$ cat config.mk
export PLATFORM = sky130hd
export DESIGN_NAME = game_sequencer_flat
export DESIGN_NICKNAME = d
export VERILOG_FILES = /design/src/rtl/game_sequencer_if.sv /design/src/rtl/game_sequencer.sv /design/src/flat_wrapper.sv
export SDC_FILE = /design/constraint.sdc
export NUM_CORES = 1
export LEC_CHECK = 0
export ABC_AREA = 1
export CORE_UTILIZATION = 53
export CTS_CLUSTER_DIAMETER = 40
export CTS_CLUSTER_SIZE = 30
export DETAILED_ROUTE_END_ITERATION = 7
export PLACE_DENSITY = 0.81
export SLEW_MARGIN = 10
export SYNTH_ARGS = -nofsm -noshare
export SYNTH_HDL_FRONTEND = slang
export SYNTH_SLANG_ARGS = --single-unit
$ cat constraint.sdc
create_clock -name clk -period 2.24 [get_ports clk]
set_clock_uncertainty 0.2 [all_clocks]
set_input_delay 0.336 -clock clk [delete_from_list [all_inputs] [get_ports clk]]
set_output_delay 0.336 -clock clk [all_outputs]
set_load 0.02 [all_outputs]
$ cat src/rtl/game_sequencer_if.sv
// Bundle of button/collision/state inputs and command/status outputs
// exchanged between the game sequencer and its surroundings.
interface game_sequencer_if;
    logic       btnStart;
    logic       btnPause;
    logic       btnReset;
    logic       collision;
    logic [2:0] stateGame;
    logic       startGame;
    logic       pauseGame;
    logic       reset;
    logic       dead;
    logic       stepTick;
    logic [1:0] lives;

    // Environment side: drives the buttons and game state, observes commands.
    modport master (
        output btnStart, btnPause, btnReset, collision, stateGame,
        input  startGame, pauseGame, reset, dead, stepTick, lives
    );

    // Sequencer side: observes the buttons and game state, issues commands.
    modport slave (
        input  btnStart, btnPause, btnReset, collision, stateGame,
        output startGame, pauseGame, reset, dead, stepTick, lives
    );
endinterface

$ cat src/rtl/game_sequencer.sv
// Game sequencer: turns button/collision edges into one-cycle commands,
// generates the game-step strobe and tracks remaining lives.
module game_sequencer #(
    parameter int TICK_DIV = 4,
    parameter int LIVES    = 3
) (
    input  logic             clk,
    input  logic             resetFSM,
    game_sequencer_if.slave  bus
);
    localparam logic [2:0] ST_START    = 3'b000;
    localparam logic [2:0] ST_PLAYING  = 3'b001;
    localparam logic [2:0] ST_PAUSE    = 3'b010;
    localparam logic [2:0] ST_RESET    = 3'b011;
    localparam logic [2:0] ST_GAMEOVER = 3'b100;

    localparam logic [7:0] STEP_LAST  = 8'(TICK_DIV - 1);
    localparam logic [1:0] LIVES_INIT = 2'(LIVES);

    // Previous samples load 1 in reset so a level held through reset is not an edge.
    logic       r_prev_start;
    logic       r_prev_pause;
    logic       r_prev_reset;
    logic       r_prev_coll;

    logic       r_start;
    logic       r_pause;
    logic       r_reset;
    logic       r_dead;
    logic       r_tick;
    logic [1:0] r_lives;
    logic [7:0] r_step_cnt;

    logic       w_start_edge;
    logic       w_pause_edge;
    logic       w_reset_edge;
    logic       w_coll_edge;
    logic       w_cmd_start;
    logic       w_cmd_pause;
    logic       w_cmd_reset;
    logic [7:0] w_step_next;
    logic       w_tick_next;
    logic [1:0] w_lives_next;
    logic       w_dead_next;

    assign w_start_edge = bus.btnStart  & ~r_prev_start;
    assign w_pause_edge = bus.btnPause  & ~r_prev_pause;
    assign w_reset_edge = bus.btnReset  & ~r_prev_reset;
    assign w_coll_edge  = bus.collision & ~r_prev_coll;

    // Command arbitration: only edges legal in the current state compete, reset > pause > start.
    always_comb begin
        w_cmd_start = 1'b0;
        w_cmd_pause = 1'b0;
        w_cmd_reset = 1'b0;
        if (w_reset_edge && (bus.stateGame == ST_START || bus.stateGame == ST_PLAYING ||
                             bus.stateGame == ST_PAUSE || bus.stateGame == ST_GAMEOVER)) begin
            w_cmd_reset = 1'b1;
        end else if (w_pause_edge && bus.stateGame == ST_PLAYING) begin
            w_cmd_pause = 1'b1;
        end else if (w_start_edge && (bus.stateGame == ST_START || bus.stateGame == ST_PAUSE)) begin
            w_cmd_start = 1'b1;
        end else begin
            w_cmd_start = 1'b0;
        end
    end

    // Step divider: count while playing, freeze while paused, clear otherwise.
    always_comb begin
        w_step_next = 8'd0;
        w_tick_next = 1'b0;
        case (bus.stateGame)
            ST_PLAYING: begin
                if (r_step_cnt == STEP_LAST) begin
                    w_step_next = 8'd0;
                    w_tick_next = 1'b1;
                end else begin
                    w_step_next = r_step_cnt + 8'd1;
                end
            end
            ST_PAUSE: w_step_next = r_step_cnt;
            default:  w_step_next = 8'd0;
        endcase
    end

    // Lives bookkeeping: reload in the reset state, lose one per collision while playing.
    always_comb begin
        w_lives_next = r_lives;
        w_dead_next  = 1'b0;
        case (bus.stateGame)
            ST_RESET: w_lives_next = LIVES_INIT;
            ST_PLAYING: begin
                if (w_coll_edge && r_lives != 2'd0) begin
                    w_lives_next = r_lives - 2'd1;
                    w_dead_next  = (r_lives == 2'd1);
                end else begin
                    w_lives_next = r_lives;
                end
            end
            default: w_lives_next = r_lives;
        endcase
    end

    // State and output registers; reset overrides everything, including pulses due next cycle.
    always_ff @(posedge clk) begin
        if (resetFSM) begin
            r_prev_start <= 1'b1;
            r_prev_pause <= 1'b1;
            r_prev_reset <= 1'b1;
            r_prev_coll  <= 1'b1;
            r_start      <= 1'b0;
            r_pause      <= 1'b0;
            r_reset      <= 1'b0;
            r_dead       <= 1'b0;
            r_tick       <= 1'b0;
            r_lives      <= LIVES_INIT;
            r_step_cnt   <= 8'd0;
        end else begin
            r_prev_start <= bus.btnStart;
            r_prev_pause <= bus.btnPause;
            r_prev_reset <= bus.btnReset;
            r_prev_coll  <= bus.collision;
            r_start      <= w_cmd_start;
            r_pause      <= w_cmd_pause;
            r_reset      <= w_cmd_reset;
            r_dead       <= w_dead_next;
            r_tick       <= w_tick_next;
            r_lives      <= w_lives_next;
            r_step_cnt   <= w_step_next;
        end
    end

    assign bus.startGame = r_start;
    assign bus.pauseGame = r_pause;
    assign bus.reset     = r_reset;
    assign bus.dead      = r_dead;
    assign bus.stepTick  = r_tick;
    assign bus.lives     = r_lives;
endmodule

$ cat src/flat_wrapper.sv
// flat-port wrapper written by rule: the top's interface ports become plain ports
module game_sequencer_flat 
#(
    parameter int TICK_DIV = 4,
    parameter int LIVES    = 3
)
  (clk, resetFSM, bus_btnStart, bus_btnPause, bus_btnReset, bus_collision, bus_stateGame, bus_startGame, bus_pauseGame, bus_reset, bus_dead, bus_stepTick, bus_lives);
  game_sequencer_if bus_i ();
  input  logic clk;
  input  logic resetFSM;
  input wire logic [$bits(bus_i.btnStart)-1:0] bus_btnStart;
  input wire logic [$bits(bus_i.btnPause)-1:0] bus_btnPause;
  input wire logic [$bits(bus_i.btnReset)-1:0] bus_btnReset;
  input wire logic [$bits(bus_i.collision)-1:0] bus_collision;
  input wire logic [$bits(bus_i.stateGame)-1:0] bus_stateGame;
  output wire logic [$bits(bus_i.startGame)-1:0] bus_startGame;
  output wire logic [$bits(bus_i.pauseGame)-1:0] bus_pauseGame;
  output wire logic [$bits(bus_i.reset)-1:0] bus_reset;
  output wire logic [$bits(bus_i.dead)-1:0] bus_dead;
  output wire logic [$bits(bus_i.stepTick)-1:0] bus_stepTick;
  output wire logic [$bits(bus_i.lives)-1:0] bus_lives;
  assign bus_i.btnStart = bus_btnStart;
  assign bus_i.btnPause = bus_btnPause;
  assign bus_i.btnReset = bus_btnReset;
  assign bus_i.collision = bus_collision;
  assign bus_i.stateGame = bus_stateGame;
  assign bus_startGame = bus_i.startGame;
  assign bus_pauseGame = bus_i.pauseGame;
  assign bus_reset = bus_i.reset;
  assign bus_dead = bus_i.dead;
  assign bus_stepTick = bus_i.stepTick;
  assign bus_lives = bus_i.lives;
  game_sequencer #(.TICK_DIV(TICK_DIV), .LIVES(LIVES)) u_core (.clk(clk), .resetFSM(resetFSM), .bus(bus_i));
endmodule
After elaboration in Yosys (flattened, before gate mapping)
Cells that the tools add are included.
{"block": "totals", "elab_cells": 54, "register_bits": 19, "inputBits": 9, "out_inout_bits": 7}
{"block": "classes", "n_reduce_logical": 16, "n_mux": 8, "bitwise": 10, "n_addsub": 2, "eq_ne": 7}
{"cell": "$pmux 8 s2", "n": 1}
{"cell": "$add 8x1->8 const B", "n": 1}
{"cell": "$eq 8x2->1 const B", "n": 1}
{"cell": "$mux 8", "n": 1}
{"cell": "$eq 3x2->1 const B", "n": 2}
{"cell": "$not 1->1", "n": 6}
{"cell": "$reduce_or 3->1", "n": 2}
{"cell": "$and 1x1->1", "n": 4}
{"cell": "$logic_and 1x1->1", "n": 4}
{"cell": "$logic_or 1x1->1", "n": 4}
{"cell": "$mux 1", "n": 4}
{"cell": "$pmux 2 s2", "n": 1}
{"cell": "$reduce_bool 2->1", "n": 2}
{"cell": "$reduce_or 2->1", "n": 2}
{"cell": "$eq 3x1->1 const B", "n": 1}
{"cell": "$eq 3x3->1 const B", "n": 1}
{"cell": "$logic_not 3->1", "n": 1}
{"cell": "$eq 2x1->1 const B", "n": 1}
{"cell": "$mux 2", "n": 1}
{"cell": "$ne 2x2->1 const B", "n": 1}
{"cell": "$reduce_and 2->1", "n": 1}
{"cell": "$sub 2x1->2 const B", "n": 1}

Depth between registers and ports, before layout
{"block": "logic_depth", "word_depth": 6, "mapped_depth": 8, "ltp_nobuf": 8}

Worst setup path after synthesis
OpenSTA, ideal clock, no wires.
{"block": "synth_path", "kind": "reg2reg", "from": "register u_core.r_lives[0] (netlist: u_core.bus.lives[0])", "to": "register u_core.r_lives[0] (netlist: u_core.bus.lives[0])", "synth_period_minus_slack_ns": 1.456, "arrival_time_ns": 1.129, "stages_incl_launch_ff": 9, "t_required_ns": 1.913, "setup_slack_ns": 0.784, "path_cell_list": "dfxtp_1 inv_1 ha_1 nor2_1 nand2_1 nand2_1 nand2_1 nand2_1 o211ai_1"}
{"block": "synth_via", "elab_chain_cells": 4, "elab_cells_between_ends": 7, "classes_between": "1 x add/sub; 1 x eq/ne; 2 x mux; 3 x reduce/logical"}
{"element": "start, declared", "line": "game_sequencer.sv:31", "rtl": "logic [1:0] r_lives;"}
{"element": "start signal, assigned", "line": "game_sequencer.sv:128", "rtl": "r_lives <= w_lives_next;"}
{"element": "branches (longest 4 deep; another with $sub 2x1->2)"}
Parallel ways; which one is timed is not known. The select of a mux whose other input is x is not followed.
A chain may end at the register's enable or synchronous reset.

Final worst setup path
{"block": "layout_path", "from": "register u_core.r_lives[0] (netlist: u_core.bus.lives[0])", "to": "output port bus_lives[0]"}
{"element": "end, declared", "line": "flat_wrapper.sv:21", "rtl": "output wire logic [$bits(bus_i.lives)-1:0] bus_lives;"}
No word-level cell between the ends.

==> results.toml <==
[status]
status = "completed"

[power_and_ir_drop]
power_w = 0.0005937
ir_drop_uv = 428.9
power.density_nw_per_um2 = 556.9
power.leakage_nw = 0.4533

[worst_setup_path]
worstPathRequired_ps = 1700
cp_max_fo = 4
worstSetupEndpointType = "primary output"
r2r_cells = 8
cp_num_buf_inv = 1
crit_type = "flip-flop to primary output"
r2r_end = "u_core.bus.lives[0]"
crit_slowest_cell = "clkdlybuf4s50_1"
r2r_slack_ps = 790
regToRegStartpoint = "u_core.bus.lives[0]"
arrival_ps = 1340
cp_cell_sequence = "clkdlybuf4s50_1"
crit_family = "buffers and inverters"
critPathLaunchType = "flip-flop"
critPathMaxStageDelay_ps = 630

[drt]
drt_first_pass_iters = 4
totalWireLength_um = 1815
antenna_left = 0
vias = 806
viasPerCell = 5.101
avgRoutedWirePerCell_um = 11.49
drc_errors = 0
drtIter0Drc = 20

[die]
die_area_um2 = 1814
die_h_um = 42.60
start_util_pct = 57.31
pin_count = 16
fp-row-count = 14
core_um2 = 1524
die_w_um = 42.60

[cells_and_area]
multiInputGateArea_um2 = 422.9
nFillCells = 137
areaGrowthSynthToFinish_pct = 22.06
final_cell_area_um2 = 1066
seq_area_um2 = 380.4
drive_above_1_share_pct = 12.68
antenna_cells = 0
nets = 155

[synth]
seq_area_frac_synth_pct = 43.55
yosysMostFrequentCell = "nand2_1"
synthCells = 124
synth_nets = 136
post-synth-top-area-fraction_pct = 43.55
synthFlopType = "dfxtp_1"
yosysWarnings = 0
yosysTopAreaCell = "dfxtp_1"
synthDistinctLibCells = 19
ys_top_cells_by_area = "dfxtp_1 (44%), nand2_1 (15%), nand3_1 (8.0%), inv_1 (5.2%), ha_1 (4.3%)"
synth_edf_count = 0
synthArstFlopShare_pct = 0
ys_ff_latch = 19
synth_area_um2 = 873.3
synth_common_cells = "nand2_1 (35), dfxtp_1 (19), nand3_1 (14)"
avgSynthCellArea_um2 = 7.043

[timing]
max_freq_ghz = 0.5337
finalCritPeriodShare_pct = 83.65
setup_violations = 0
finalHoldViolCount = 0
setup_tns_ps = 0
maxSlewHeadroom_pct = 73.24
post-route-min-period_ps = 1874
rsz0062_at_grt = "false"
tightest_slew_ps = 400.2
slew_viol_final = 0

[clock_tree]
postCtsSetupRepairBufs = 0
cts_hold_buf = 0
root_buffer = "clkbuf_4"
cts_tree = "yes"
ctsLongestPathBuffers = 2
h-tree-depth = 1
cts.clk_slew.worst_paths_ps = 110
numCtsBuffers = 3
clock-sinks = 19
clock_latency_ps = 310
cts_resized = 0

[run]
maxCapViolCount = 0

[min_path]
holdPathEnd = "u_core.r_step_cnt[7]"
hp-start = "u_core.r_step_cnt[7]"
hold_path.class = "flip-flop to flip-flop"
holdPathStages = 2

[global_routing]
grt_pass1_vias = 732
grt.total_usage_pct = 23.52
antenna_found_initial = 0
grt_pass1_wl_um = 3084
grt_max_degree = 12
grt-ovfl-total = 0

[placement]
gp_congestion = 0.8292
io_buffers = 15
hpwlAfterDp_um = 1362
dpl-instance-area_um2 = 1039
## report_power, final
group / switching (W) / internal [W]
Clock: 0.000116 / 0.0000668
Combinational: 0.0000336 / 0.0000279
Sequential: 0.00000419 / 0.000345
Total: 0.000154 / 0.000440
## layout make-up
cell class,count,share of cell area [%]
clock buffer,3,2.113
clock inverter,1,0.4695
inverter,17,6.103
multi-input combinational,87,39.67
sequential,19,35.68
tap,16,1.878
timing repair buffer,15,14.08
## routing by layer
metal | up-vias | wire length [um] | GRT usage (%)
met4 | 0 | 52 | 13.13
met3 | 5 | 70 | 6.466
li1 | 425 | - | -
met2 | 17 | 820 | 36.62
met1 | 359 | 872 | 29.11
met5 | - | 0 | 0
## through the flow
stage | worst slack [ps] | utilization [%] | hold slack (ps) | instances
2_1_floorplan | 783.5 | - | 232.4 | 124
3_3_place_gp | 508.4 | 68.14 | 266.2 | 154
3_5_place_dp | 506.3 | 68.14 | 291.4 | 154
4_1_cts | 362.1 | 69.95 | 310.8 | 158
5_1_grt | 308.8 | 69.95 | 340.7 | 158
6_report | 366.3 | 69.95 | 309.2 | 158
## flip-flops by register name (all words and copies together) (netlist names)
register	count
u_core.r_prev_coll	1
u_core.bus.dead	1
u_core.bus.reset	1
u_core.bus.lives	2
u_core.r_prev_reset	1
u_core.bus.stepTick	1
u_core.r_prev_pause	1
u_core.r_step_cnt	8
u_core.r_prev_start	1
u_core.bus.startGame	1
u_core.bus.pauseGame	1
## worst max path at each step
stage,cells after the start,end,slack (ps),startpoint
final,1,bus_lives[0],370,u_core.bus.lives[0]
after global routing,1,bus_lives[0],310,u_core.bus.lives[0]
after CTS,1,bus_lives[0],360,u_core.bus.lives[0]
after detailed placement,7,u_core.r_step_cnt[1],510,bus_stateGame[0]
after global placement,6,u_core.r_step_cnt[1],510,bus_stateGame[1]
after floorplan,8,u_core.bus.lives[0],780,u_core.bus.lives[0]
## placed cells by master, fill, tap and decap left out, drive strengths merged
cell type and count:
nand2 37, dfxtp 19, inv 16, clkdlybuf4s50 15, nand3 14, nor2 14
a21oi 8, o21ai 4, ha 3, clkbuf 3, clkinv 2, o211ai 2
nor3 2, or2 2, o21bai 1
## logic make-up after synthesis
group | share of synthesized area, %
flip-flops | 43.55
buffers and inverters | 8.021
adder cells (fa/ha/maj) | 4.298
AND/OR/NAND/NOR | 34.24
AO/OA/AOI/OAI | 9.885
(Power assumes the default switching activity.)
==> edit, RTL diff (config.mk and constraints unchanged) <==
Compare `r_step_cnt` against `STEP_LAST` with >= in place of ==.
--- a/src/rtl/game_sequencer.sv
+++ b/src/rtl/game_sequencer.sv
@@ -71,7 +71,7 @@
         w_tick_next = 1'b0;
         case (bus.stateGame)
             ST_PLAYING: begin
-                if (r_step_cnt == STEP_LAST) begin
+                if (r_step_cnt >= STEP_LAST) begin
                     w_step_next = 8'd0;
                     w_tick_next = 1'b1;
                 end else begin
Check against the original RTL: no difference found for any inputs over 10 cycles, from zero or initial values and one cycle with resetFSM high; that may be too few to reach the edited logic, so the function may still have changed.
==> edit against the unedited design <==
- area after synthesis decreased by 14%
- critical path depth unchanged
- final cell count down 21%
- wire length decreased by 24%
- sequential cell count is the same
- worst setup slack improved by 0.0056 ns
- cell area shrank 11%
- power shrank 1.5%
- global-route usage shrank 0.28 points
- critical endpoint unchanged
==> edit: results (changes against the unedited design) <==
num_vias: 598  # was 806
min_from: "u_core.r_step_cnt[5]$_SDFFE_PP0P_"  # was u_core.r_step_cnt[7]$_SDFFE_PP0P_
grt_max_degree: 12  # unchanged
min_to: "u_core.r_step_cnt[5]$_SDFFE_PP0P_"  # was u_core.r_step_cnt[7]$_SDFFE_PP0P_
grt_pass1_vias: 587  # was 732
fin_nets: 123  # was 155
synthTopCellsByArea: "dfxtp_1 51%, nand2_1 11%, nor2_1 9.0%, ha_1 5.0%, inv_1 4.0%"  # was dfxtp_1 44%, nand2_1 15%, nand3_1 8.0%, inv_1 5.2%, ha_1 4.3%
nFillCells: 100  # was 137
insertion_delay_ns: 0.29  # was 0.31 ns
synth_common_cells: "22 x nand2_1, 19 x dfxtp_1, 18 x nor2_1"  # was 35 x nand2_1, 19 x dfxtp_1, 14 x nand3_1
dpl-instance-area_sq_um: 921  # was 1040 sq um
drtIter0Drc: 19  # was 20
yosys_warnings: 0  # unchanged
avgRoutedWirePerCell_microns: 11.1  # was 11.5 microns
timing.slew.headroom_pct: 81.6  # was 73.2%
regMostFlops: "u_core.r_step_cnt"  # unchanged
numCtsBuffers: 3  # unchanged
switchingPower_mw: 0.143  # was 0.154 mW
crit_fanout: 4  # unchanged
cts-resized-gates: 0  # unchanged
grtUsageTotal_pct: 23.2  # was 23.5%
grt_pass1_wl_microns: 2350  # was 3080 microns
synth_cell_types: 20  # was 19
holdCritPathClass: "reg -> reg"  # unchanged
cts_max_level: 1  # unchanged
status: "completed"  # unchanged
dr_wl_met3_microns: 41  # was 70 microns
synthesis.nets: 103  # was 136
largest_reg_flops: 8  # unchanged
yosysSeqAreaShare_pct: 50.8  # was 43.6%
drive_gt1_share_pct: 15.5  # was 12.7%
cts_root_buf: "clkbuf_4"  # unchanged
final_common_cell: "nand2_1"  # unchanged
rrSetupSlack_ns: 0.77  # was 0.79 ns
drt-met1-wl_microns: 660  # was 872 microns
firstDrtPassIters: 4  # unchanged
hold_ws_ns: 0.244  # was 0.309 ns
cts_setup_buffers: 0  # unchanged
cellLeakagePower_nw: 0.416  # was 0.453 nW
peakVddDrop_uv: 414  # was 429 uV
dpl.hpwl_microns: 1070  # was 1360 microns
max_stage_delay_ns: 0.64
route.met2.wl_microns: 642  # was 820 microns
gp_congestion: 0.746  # was 0.829
==> edit: worst max path at each step <==
| stage | end | slack (ns) | depth (start not counted) | from |
|---|---|---|---|---|
| detailed placement | u_core.bus.startGame$_SDFF_PP0_ | 0.53 | 5 | bus_stateGame[1] |
| floorplan | u_core.bus.lives[0]$_SDFFE_PP1P_ | 0.76 | 8 | u_core.bus.lives[0]$_SDFFE_PP1P_ |
| finish | bus_lives[0] | 0.37 | 1 | u_core.bus.lives[0]$_SDFFE_PP1P_ |
| CTS | bus_lives[0] | 0.36 | 1 | u_core.bus.lives[0]$_SDFFE_PP1P_ |
| global route | bus_lives[0] | 0.33 | 1 | u_core.bus.lives[0]$_SDFFE_PP1P_ |
| global placement | u_core.bus.lives[0]$_SDFFE_PP1P_ | 0.56 | 6 | bus_stateGame[0] |
==> edit: kinds of logic (layout without fill, tap and decap cells) <==
| group | count (synthesis) | in the layout | synth area share, % |
|---|---|---|---|
| flops | 19 | 19 | 50.8 |
| buf+inv | 13 | 32 | 7.01 |
| compound gates | 5 | 5 | 5.68 |
| simple gates | 51 | 51 | 31.6 |
| fa+ha+maj | 3 | 3 | 5.01 |
==> edit: per-layer routing <==
layer	global-route usage, %	up-vias
met4	18.1	0
met1	26.9	264
met5	0	-
met3	5.11	4
li1	-	317
met2	36.5	13
==> edit: cell type report <==
cell class | count | area, sq um | area share, %
tap | 15 | 18.8 | 1.98
multi-input combinational | 59 | 317 | 33.4
inverter | 12 | 47.5 | 5.01
clock inverter | 1 | 5.00 | 0.528
sequential | 19 | 380 | 40.1
timing repair buffer | 16 | 158 | 16.6
clock buffer | 3 | 22.5 | 2.37
==> edit: power by group through the flow <==
stage	logic [mW]	registers, mW	clock network, mW
2_1_floorplan	0.0309	0.359	0
3_3_place_gp	0.0627	0.356	0
3_5_place_dp	0.0650	0.357	0
4_1_cts	0.0654	0.349	0.179
5_1_grt	0.0722	0.350	0.188
6_report	0.0650	0.349	0.171
==> edit: metrics by stage <==
step | setup WS (ns) | power, mW | cells | utilization [%]
2_1_floorplan | 0.758 | 0.390 | 91 | -
3_3_place_gp | 0.558 | 0.419 | 121 | 70.8
3_5_place_dp | 0.532 | 0.422 | 121 | 70.8
4_1_cts | 0.355 | 0.594 | 125 | 72.9
5_1_grt | 0.327 | 0.611 | 125 | 72.9
6_report | 0.372 | 0.585 | 125 | 72.9
